==> config.mk <==
export PLATFORM = sky130hd
export DESIGN_NAME = fifo_rd_ctrl_flat
export DESIGN_NICKNAME = d
export VERILOG_FILES = /design/src/rtl/fifo_rd_ctrl_pkg.sv /design/src/rtl/fifo_rd_ctrl_if.sv /design/src/rtl/fifo_rd_ctrl_gray2bin.sv /design/src/rtl/fifo_rd_ctrl.sv /design/src/flat_wrapper.sv
export SDC_FILE = /design/constraint.sdc
export NUM_CORES = 1
export LEC_CHECK = 0
export BUFFER_PORTS_ARGS = -buffer_cell sky130_fd_sc_hd__buf_2
export CAP_MARGIN = 10
export CELL_PAD_IN_SITES_DETAIL_PLACEMENT = 1
export CELL_PAD_IN_SITES_GLOBAL_PLACEMENT = 2
export CORE_ASPECT_RATIO = 1.4
export CORE_MARGIN = 5
export CORE_UTILIZATION = 32
export CTS_CLUSTER_SIZE = 14
export DETAILED_ROUTE_END_ITERATION = 10
export GPL_TIMING_DRIVEN = 0
export HOLD_SLACK_MARGIN = 0.1
export PLACE_DENSITY = 0.87
export SKIP_LAST_GASP = 1
export SYNTH_ARGS = -nofsm -noshare
export SYNTH_HDL_FRONTEND = slang
export SYNTH_SLANG_ARGS = --single-unit
==> constraint.sdc <==
create_clock -name clk -period 3.3 [get_ports clk]
set_input_delay 0 -clock clk [delete_from_list [all_inputs] [get_ports clk]]
set_output_delay 0 -clock clk [all_outputs]
set_load 0.02 [all_outputs]
==> src/rtl/fifo_rd_ctrl_pkg.sv <==
// Shared definitions for the FIFO read-side controller:
// default geometry and output-buffer state encodings.
package fifo_rd_ctrl_pkg;

   localparam int DEF_DEEP  = 8;
   localparam int DEF_WIDTH = 8;
   localparam int DEF_SYNC  = 2;
   localparam int DEF_AE    = 2;

   localparam int OB_DEPTH  = 2;

   typedef enum logic [1:0] {
      S_EMPTY = 2'd0,
      S_ONE   = 2'd1,
      S_TWO   = 2'd2
   } ob_state_e;

endpackage

==> src/rtl/fifo_rd_ctrl_if.sv <==
// Memory read port plus consumer handshake of the read controller.
// master = controller side, slave = memory/consumer side.
interface fifo_rd_ctrl_if #(
   parameter int DEEP  = 8,
   parameter int WIDTH = 8
);

   logic             pop;
   logic [DEEP-1:0]  mem_raddr;
   logic [WIDTH-1:0] mem_rdata;
   logic             en;
   logic [WIDTH-1:0] dout;
   logic             dout_valid;

   modport master (
      output pop,
      output mem_raddr,
      output dout,
      output dout_valid,
      input  mem_rdata,
      input  en
   );

   modport slave (
      input  pop,
      input  mem_raddr,
      input  dout,
      input  dout_valid,
      output mem_rdata,
      output en
   );

endinterface

==> src/rtl/fifo_rd_ctrl_gray2bin.sv <==
// Gray to binary converter; bit i is the XOR of all gray bits at or above i.
module fifo_rd_ctrl_gray2bin #(
   parameter int N = 9
) (
   input  logic [N-1:0] gray_i,
   output logic [N-1:0] bin_o
);

   for (genvar i = 0; i < N; i++) begin : g_bit
      assign bin_o[i] = ^gray_i[N-1:i];
   end

endmodule

==> src/rtl/fifo_rd_ctrl.sv <==
// FIFO read-side controller: read pointer, write-pointer sync, Empty/level,
// and a 2-entry first-word-fall-through buffer over a 1-cycle memory.
module fifo_rd_ctrl
   import fifo_rd_ctrl_pkg::*;
#(
   parameter int DEEP        = DEF_DEEP,
   parameter int WIDTH       = DEF_WIDTH,
   parameter int SYNC_STAGES = DEF_SYNC,
   parameter int AE_THRESH   = DEF_AE
) (
   input  logic           clk,
   input  logic           arst,
   input  logic [DEEP:0]  address_w,
   output logic [DEEP:0]  address_r,
   output logic           Empty,
   output logic [DEEP:0]  level,
   output logic           almost_empty,
   fifo_rd_ctrl_if.master bus
);

   localparam int PW = DEEP + 1;

   logic [PW-1:0]    rd_bin_q, rd_bin_d;
   logic [PW-1:0]    wsync;
   logic [PW-1:0]    wbin_sync;
   logic             inflight_q, inflight_d;
   ob_state_e        state_q, state_d;
   logic [WIDTH-1:0] head_q, head_d;
   logic [WIDTH-1:0] skid_q, skid_d;
   logic [1:0]       ob_cnt;
   logic [2:0]       occ;
   logic             accept;
   logic             ret;
   logic             pop;

   if (SYNC_STAGES == 0) begin : g_nosync
      assign wsync = address_w;
   end else begin : g_sync
      logic [PW-1:0] sync_q [SYNC_STAGES];

      always_ff @(posedge clk) begin
         if (arst) begin
            for (int i = 0; i < SYNC_STAGES; i++) begin
               sync_q[i] <= '0;
            end
         end else begin
            sync_q[0] <= address_w;
            for (int i = 1; i < SYNC_STAGES; i++) begin
               sync_q[i] <= sync_q[i-1];
            end
         end
      end

      assign wsync = sync_q[SYNC_STAGES-1];
   end

   fifo_rd_ctrl_gray2bin #(
      .N (PW)
   ) u_g2b (
      .gray_i (wsync),
      .bin_o  (wbin_sync)
   );

   assign address_r    = rd_bin_q ^ (rd_bin_q >> 1);
   assign Empty        = (address_r == wsync);
   assign level        = wbin_sync - rd_bin_q;
   assign almost_empty = (level <= PW'(AE_THRESH));

   assign ob_cnt = state_q;
   assign ret    = inflight_q;
   assign accept = bus.en & bus.dout_valid;
   assign occ    = {1'b0, ob_cnt} + {2'b00, inflight_q};

   // Buffered plus in-flight words never exceed the two buffer slots.
   assign pop = !Empty & !arst &
                ((occ < 3'(OB_DEPTH)) |
                 ((occ == 3'(OB_DEPTH)) & accept));

   assign bus.pop        = pop;
   assign bus.mem_raddr  = rd_bin_q[DEEP-1:0];
   assign bus.dout       = head_q;
   assign bus.dout_valid = (state_q != S_EMPTY);

   assign rd_bin_d   = rd_bin_q + PW'(pop);
   assign inflight_d = pop;

   always_comb begin
      state_d = state_q;
      head_d  = head_q;
      skid_d  = skid_q;
      unique case (state_q)
         S_EMPTY: begin
            if (ret) begin
               state_d = S_ONE;
               head_d  = bus.mem_rdata;
            end
         end
         S_ONE: begin
            if (ret && accept) begin
               head_d = bus.mem_rdata;
            end else if (ret) begin
               state_d = S_TWO;
               skid_d  = bus.mem_rdata;
            end else if (accept) begin
               state_d = S_EMPTY;
            end
         end
         S_TWO: begin
            if (accept) begin
               head_d = skid_q;
               if (ret) begin
                  skid_d = bus.mem_rdata;
               end else begin
                  state_d = S_ONE;
               end
            end
         end
         default: begin
            state_d = S_EMPTY;
         end
      endcase
   end

   always_ff @(posedge clk) begin
      if (arst) begin
         rd_bin_q   <= '0;
         inflight_q <= 1'b0;
         state_q    <= S_EMPTY;
         head_q     <= '0;
         skid_q     <= '0;
      end else begin
         rd_bin_q   <= rd_bin_d;
         inflight_q <= inflight_d;
         state_q    <= state_d;
         head_q     <= head_d;
         skid_q     <= skid_d;
      end
   end

endmodule

==> src/flat_wrapper.sv <==
// flat-port wrapper written by rule: the top's interface ports become plain ports
module fifo_rd_ctrl_flat import fifo_rd_ctrl_pkg::*;
#(
   parameter int DEEP        = DEF_DEEP,
   parameter int WIDTH       = DEF_WIDTH,
   parameter int SYNC_STAGES = DEF_SYNC,
   parameter int AE_THRESH   = DEF_AE
)
  (clk, arst, address_w, address_r, Empty, level, almost_empty, bus_pop, bus_mem_raddr, bus_dout, bus_dout_valid, bus_mem_rdata, bus_en);
  fifo_rd_ctrl_if #(.DEEP(DEEP), .WIDTH(WIDTH)) bus_i ();
  input  logic clk;
  input  logic arst;
  input  logic [DEEP:0] address_w;
  output logic [DEEP:0] address_r;
  output logic Empty;
  output logic [DEEP:0] level;
  output logic almost_empty;
  output wire logic [$bits(bus_i.pop)-1:0] bus_pop;
  output wire logic [$bits(bus_i.mem_raddr)-1:0] bus_mem_raddr;
  output wire logic [$bits(bus_i.dout)-1:0] bus_dout;
  output wire logic [$bits(bus_i.dout_valid)-1:0] bus_dout_valid;
  input wire logic [$bits(bus_i.mem_rdata)-1:0] bus_mem_rdata;
  input wire logic [$bits(bus_i.en)-1:0] bus_en;
  assign bus_pop = bus_i.pop;
  assign bus_mem_raddr = bus_i.mem_raddr;
  assign bus_dout = bus_i.dout;
  assign bus_dout_valid = bus_i.dout_valid;
  assign bus_i.mem_rdata = bus_mem_rdata;
  assign bus_i.en = bus_en;
  fifo_rd_ctrl #(.DEEP(DEEP), .WIDTH(WIDTH), .SYNC_STAGES(SYNC_STAGES), .AE_THRESH(AE_THRESH)) u_core (.clk(clk), .arst(arst), .address_w(address_w), .address_r(address_r), .Empty(Empty), .level(level), .almost_empty(almost_empty), .bus(bus_i));
endmodule
# Word level (Yosys, flattened, before mapping)
# Memories as Yosys holds them, arrays and structs flattened.
# Cells that the tools add are included.
# W data, S select, Z words.
dict set report totals {
  latch_bits 0
  mem_count 1
  ramBits 18
  regBits 28
  rom_bits 0
}
dict set report classes {
  bitwise 8
  order_cmp 2
  multipliers 0
  div 0
  shifts 0
  n_reduce_logical 18
  addsub 3
  n_mux 20
  n_eq_ne 10
}
# name words word_bits rd rd_ports_with_merged_regs write_ports line_no
set memory_table {}
lappend memory_table {u_core.g_sync.sync_q 2 9 2 0 2 fifo_rd_ctrl.sv:39} ;# logic [PW-1:0] sync_q [SYNC_STAGES];
# cell n
set ops {}
lappend ops {{$mux W8} 6}
lappend ops {{$pmux W8 S3} 1}
lappend ops {{$mux W9} 2}
lappend ops {{$pmux W8 S2} 1}
lappend ops {{$mux W2} 6}
lappend ops {{$add A9 B1 Y9} 1}
lappend ops {{$eq A9 B9 Y1} 1}
lappend ops {{$le A9 B2 Y1 const B} 1}
lappend ops {{$reduce_xor A9 Y1} 1}
lappend ops {{$sub A9 B9 Y9} 1}
lappend ops {{$xor A9 B8 Y9} 1}
lappend ops {{$reduce_xor A8 Y1} 1}
lappend ops {{$reduce_xor A7 Y1} 1}
lappend ops {{$ne A2 B1 Y1 const B} 3}
lappend ops {{$pmux W2 S3} 1}
lappend ops {{$reduce_xor A6 Y1} 1}
lappend ops {{$reduce_and A5 Y1} 1}
lappend ops {{$reduce_xor A5 Y1} 1}
lappend ops {{$and A1 B1 Y1} 4}
lappend ops {{$ne A2 B2 Y1 const B} 2}
lappend ops {{$reduce_and A4 Y1} 1}
lappend ops {{$reduce_bool A2 Y1} 2}
lappend ops {{$reduce_xor A4 Y1} 1}
lappend ops {{$add A2 B1 Y3} 1}
lappend ops {{other kinds (14)} 19}

# Logic depth before layout (Yosys ltp)
dict set report depth {
  word_depth 6
  depth_mapped 12
  ltp_nobuf 12
}

# By module
# A second synthesis with hierarchy kept.
dict set report hier_totals {
  cells_unflattened 263
  area_unflattened_um2 2486.1
}
# module cells_each n_inst seq_area_each_um2 area_per_inst_um2
set by_module_without_submodules {}
lappend by_module_without_submodules {fifo_rd_ctrl 249 1 920.9 2317.2}
lappend by_module_without_submodules {fifo_rd_ctrl_gray2bin 14 1 0.0 168.9}

# Worst setup path before layout
# Ideal clock, no wire load.
dict set report synth_timing {
  kind {reg2reg}
  start {register u_core.rd_bin_q[2]}
  end {register u_core.rd_bin_q[8]}
  path_stages_with_launch 11
  arrival_ns 3.130
  path_buffers 0
  slack_ns 0.042
  synth_period_minus_slack_ns 3.258
  t_required_ns 3.172
  path_cell_list {dfxtp_1 ha_1 xnor2_1 nand4_1 nor4_1 nor3_1 ha_1 ha_1 nand4_1 xor2_1 nor2_1}
}
dict set report synth_via {
  elab_chain_len 6
}
# element line_no
set synth_rtl {}
lappend synth_rtl {{start, declared} fifo_rd_ctrl.sv:23} ;# logic [PW-1:0] rd_bin_q, rd_bin_d;
lappend synth_rtl {{start signal, assigned} fifo_rd_ctrl.sv:132} ;# rd_bin_q <= rd_bin_d;
lappend synth_rtl {{$xor A9 B8 Y9} fifo_rd_ctrl.sv:64} ;# assign address_r = rd_bin_q ^ (rd_bin_q >> 1);
lappend synth_rtl {{via address_r[1]} flat_wrapper.sv:14} ;# output logic [DEEP:0] address_r;
lappend synth_rtl {{$eq A9 B9 Y1} fifo_rd_ctrl.sv:65} ;# assign Empty = (address_r == wsync);
lappend synth_rtl {{via Empty} flat_wrapper.sv:15} ;# output logic Empty;
lappend synth_rtl {{$logic_not A1 Y1} fifo_rd_ctrl.sv:75} ;# assign pop = !Empty & !arst &
lappend synth_rtl {{$and A1 B1 Y1 (2 in a row)} fifo_rd_ctrl.sv:75}
lappend synth_rtl {{via bus_pop} flat_wrapper.sv:18} ;# output wire logic [$bits(bus_i.pop)-1:0] bus_pop;
lappend synth_rtl {{$add A9 B1 Y9} fifo_rd_ctrl.sv:84} ;# assign rd_bin_d = rd_bin_q + PW'(pop);
# The timed path passes the listed nets, and every way through them passes these cells.
# A chain may end at the register's enable or synchronous reset.

==> results.cfg <==
[critical_path]
end_kind = output port
worstSetupStartpointType = flop
cp.required_ns = 3.30
critical_path.max_stage_delay_ns = 0.37
cp_cell_sequence = xnor2_4 > xnor2_2 > xnor2_2 > xnor2_1 > ha_2 > inv_1 > fa_2 > a21o_1 > buf_4 > a21oi_2 > xor2_1 > o211ai_1 > nor4_2 > buf_4
crit_fanout = 3
r2r_slack_ns = 0.32
cp_slowest_cell = dfxtp_4
critical_path_arrival_ns = 3.18
worstSetupPathType = flop to output port

[clock_network]
cts.sinks = 46
cts_made_buffers = 5
path_clk_slew_ns = 0.09
cts_tree = yes
cts_root_buffer = clkbuf_8
h-tree-depth = 2
clock_path_buffers = 2
clock_latency_ns = 0.30

[timing]
fin_crit_ns = 3.18
relSlewSlack = 0.499
worst_slack_ns = 0.117
finClkSkew_ns = 0.00541
hold_viol = 0
maxSlewViolCount = 0
worstMarginPinSlew_ns = 0.744
setup_viol = 0
rsz0062_at_grt = yes
fin_crit_sh = 0.964
maxClockFrequency_mhz = 314

[final_layout]
nNetsFinal = 407
layout_commonest_cell = buf_2
final_cells = 463
antennaDiodeCount = 0
final_cell_mix = 58 x buf_2, 40 x dfxtp_1, 26 x nor2_1
syn2layout_area_growth_pct = 34.2
drive_gt1_frac = 0.259
fill_cells = 909
stdcell_area_mm2 = 0.00340

[floorplan]
die-area_mm2 = 0.00982
fp.coreArea_mm2 = 0.00775
fp.dieW_um = 85.2
io_pins = 58
rows = 38
dieHeight_um = 115
start_util = 0.327

[power]
switching_power_mw = 0.900
vdd_drop_max_mv = 0.204
p_clk_frac = 0.189
comb_power_share = 0.487
seqPwrFrac = 0.324
p_total_mw = 2.21
switching_share = 0.408
p_int_mw = 1.31
powerDensity_mw_per_mm2 = 649
power_leakage_nw = 1.51

[synth]
avgSynthCellArea_um2 = 9.35
synth.distinct_cells = 41
netlist_area_mm2 = 0.00253
syn_nets = 316
synth_edf_count = 0
yosysTopAreaCell = dfxtp_1
yosysWarnings = 0
seq_area_frac_synth = 0.363
ys.flop_type = dfxtp_1
synth_area_leaders = dfxtp_1 36%, ha_1 12%, xnor2_1 8.3%, mux2i_1 7.1%, nor2b_1 5.4%
netlist.area_leader.share = 0.363
ys_ff_latch = 46
syn_inst = 271
async_reset_ff_frac = 0

[place]
gp_congestion = 0.770
pre_cts_slack_ns = 0.00899
portBuffers = 56
post-dp-hpwl_um = 5200
place_inst = 427
post_dp_cell_area_mm2 = 0.00294

[routing]
ant_nets = 0
avgRoutedWirePerCell_um = 14.7
vias = 2198
drc_errors = 0
drt_iter0_markers = 28
first_pass_iters = 4
wl_um = 6830
viasPerCell = 4.75

[outcome]
status = finished, final reports clean

[job]
cap_violations = 0

[worst_hold_path]
hold_class = input pin to flop

[global_route]
grt_max_degree = 15
first_global_vias = 2371
grt_use_total = 0.142
antenna_found_initial = 0
grt_pass1_wl_um = 11200
overflow = 0
[routing by layer]
layer	share of wire	vias to the layer above	GRT usage	wire [um]
met4	0.018	0	0.0486	125
met1	0.38	1041	0.150	2620
met3	0.034	11	0.0143	231
met2	0.56	39	0.285	3850
li1	-	1107	-	-
met5	0	-	0	0
[cell families (layout without fill, tap and decap cells)]
family          after synthesis  count (layout)  share of synthesized area
xor+xnor                     35              35                      0.124
fa+ha+maj                    25              25                      0.126
flops                        46              46                      0.363
simple gates                 77              77                      0.158
buf+inv                      27             119                     0.0415
compound gates               42              42                      0.112
mux                          19              19                     0.0756
[cells in the mapped netlist, drive strengths merged, types with 4 or more instances]
master,count
mux2i,18
nand2,8
nor2,26
xor2,11
dfxtp,46
xnor2,24
clkbuf,6
ha,24
nand3,4
a311oi,8
o21ai,5
inv,18
nor2b,22
a21oi,17
[critical path, delay by kind of cell (launching register included)]
family	cells	cell delay, ns
compound gates	3	0.47
xor+xnor	5	0.92
fa+ha+maj	2	0.54
buf+inv	3	0.36
flops	1	0.37
simple gates	1	0.23
[what timing repair did]
item                                    4_1_cts  5_1_grt
endpoints found under the hold margin        24        0
cloned                                        0        0
pin swaps                                     5        6
setup buffers                                 5        1
hold buffers                                 22        0
resized for setup                            13        7
endpoints found under the setup margin        2        1
[final cells by class]
type / count / area [um^2] / area share
Buffer: 9 / 37.5 / 0.0110
Clock buffer: 5 / 68.8 / 0.0202
Clock inverter: 3 / 40.0 / 0.0118
Inverter: 18 / 67.6 / 0.0199
Multi-Input combinational cell: 198 / 1580 / 0.464
Sequential cell: 46 / 933 / 0.275
Tap cell: 100 / 125 / 0.0368
Timing Repair Buffer: 84 / 548 / 0.161
[power groups by stage]
stage | Combinational, mW | Sequential [mW] | Clock (mW)
global route | 1.19 | 0.727 | 0.452
global placement | 0.987 | 0.725 | 0
CTS | 1.06 | 0.716 | 0.432
finish | 1.07 | 0.715 | 0.417
detailed placement | 1.02 | 0.729 | 0
floorplan | 0.672 | 0.776 | 0
[flip-flops by register name (all words and copies together), names as in the netlist]
| register | flops |
|---|---|
| u_core.bus.dout | 8 |
| u_core.g_sync.sync_q | 18 |
| u_core.inflight_q | 1 |
| u_core.ob_cnt | 2 |
| u_core.rd_bin_q | 9 |
| u_core.skid_q | 8 |
[path summary, 6_finish.rpt]
path                                           from                                     end  cells past startpoint
min                                            arst   u_core.g_sync.sync_q[0][2]$_SDFF_PP0_                      2
max reg2reg           u_core.rd_bin_q[1]$_SDFF_PP0_           u_core.rd_bin_q[8]$_SDFF_PP0_                     10
max          u_core.g_sync.sync_q[0][13]$_SDFF_PP0_                            almost_empty                     14
min reg2reg   u_core.g_sync.sync_q[0][3]$_SDFF_PP0_  u_core.g_sync.sync_q[0][12]$_SDFF_PP0_                      1
[through the flow]
step                       util  TNS, ns  hold WS, ns
after CTS                 0.434        0        0.106
final                     0.439        0       0.0899
after floorplan               -        0        0.128
after global placement    0.379        0        0.215
after detailed placement  0.379        0        0.219
after global routing      0.439  -0.0723        0.115
No activity file was read; power rests on OpenSTA's default activity.
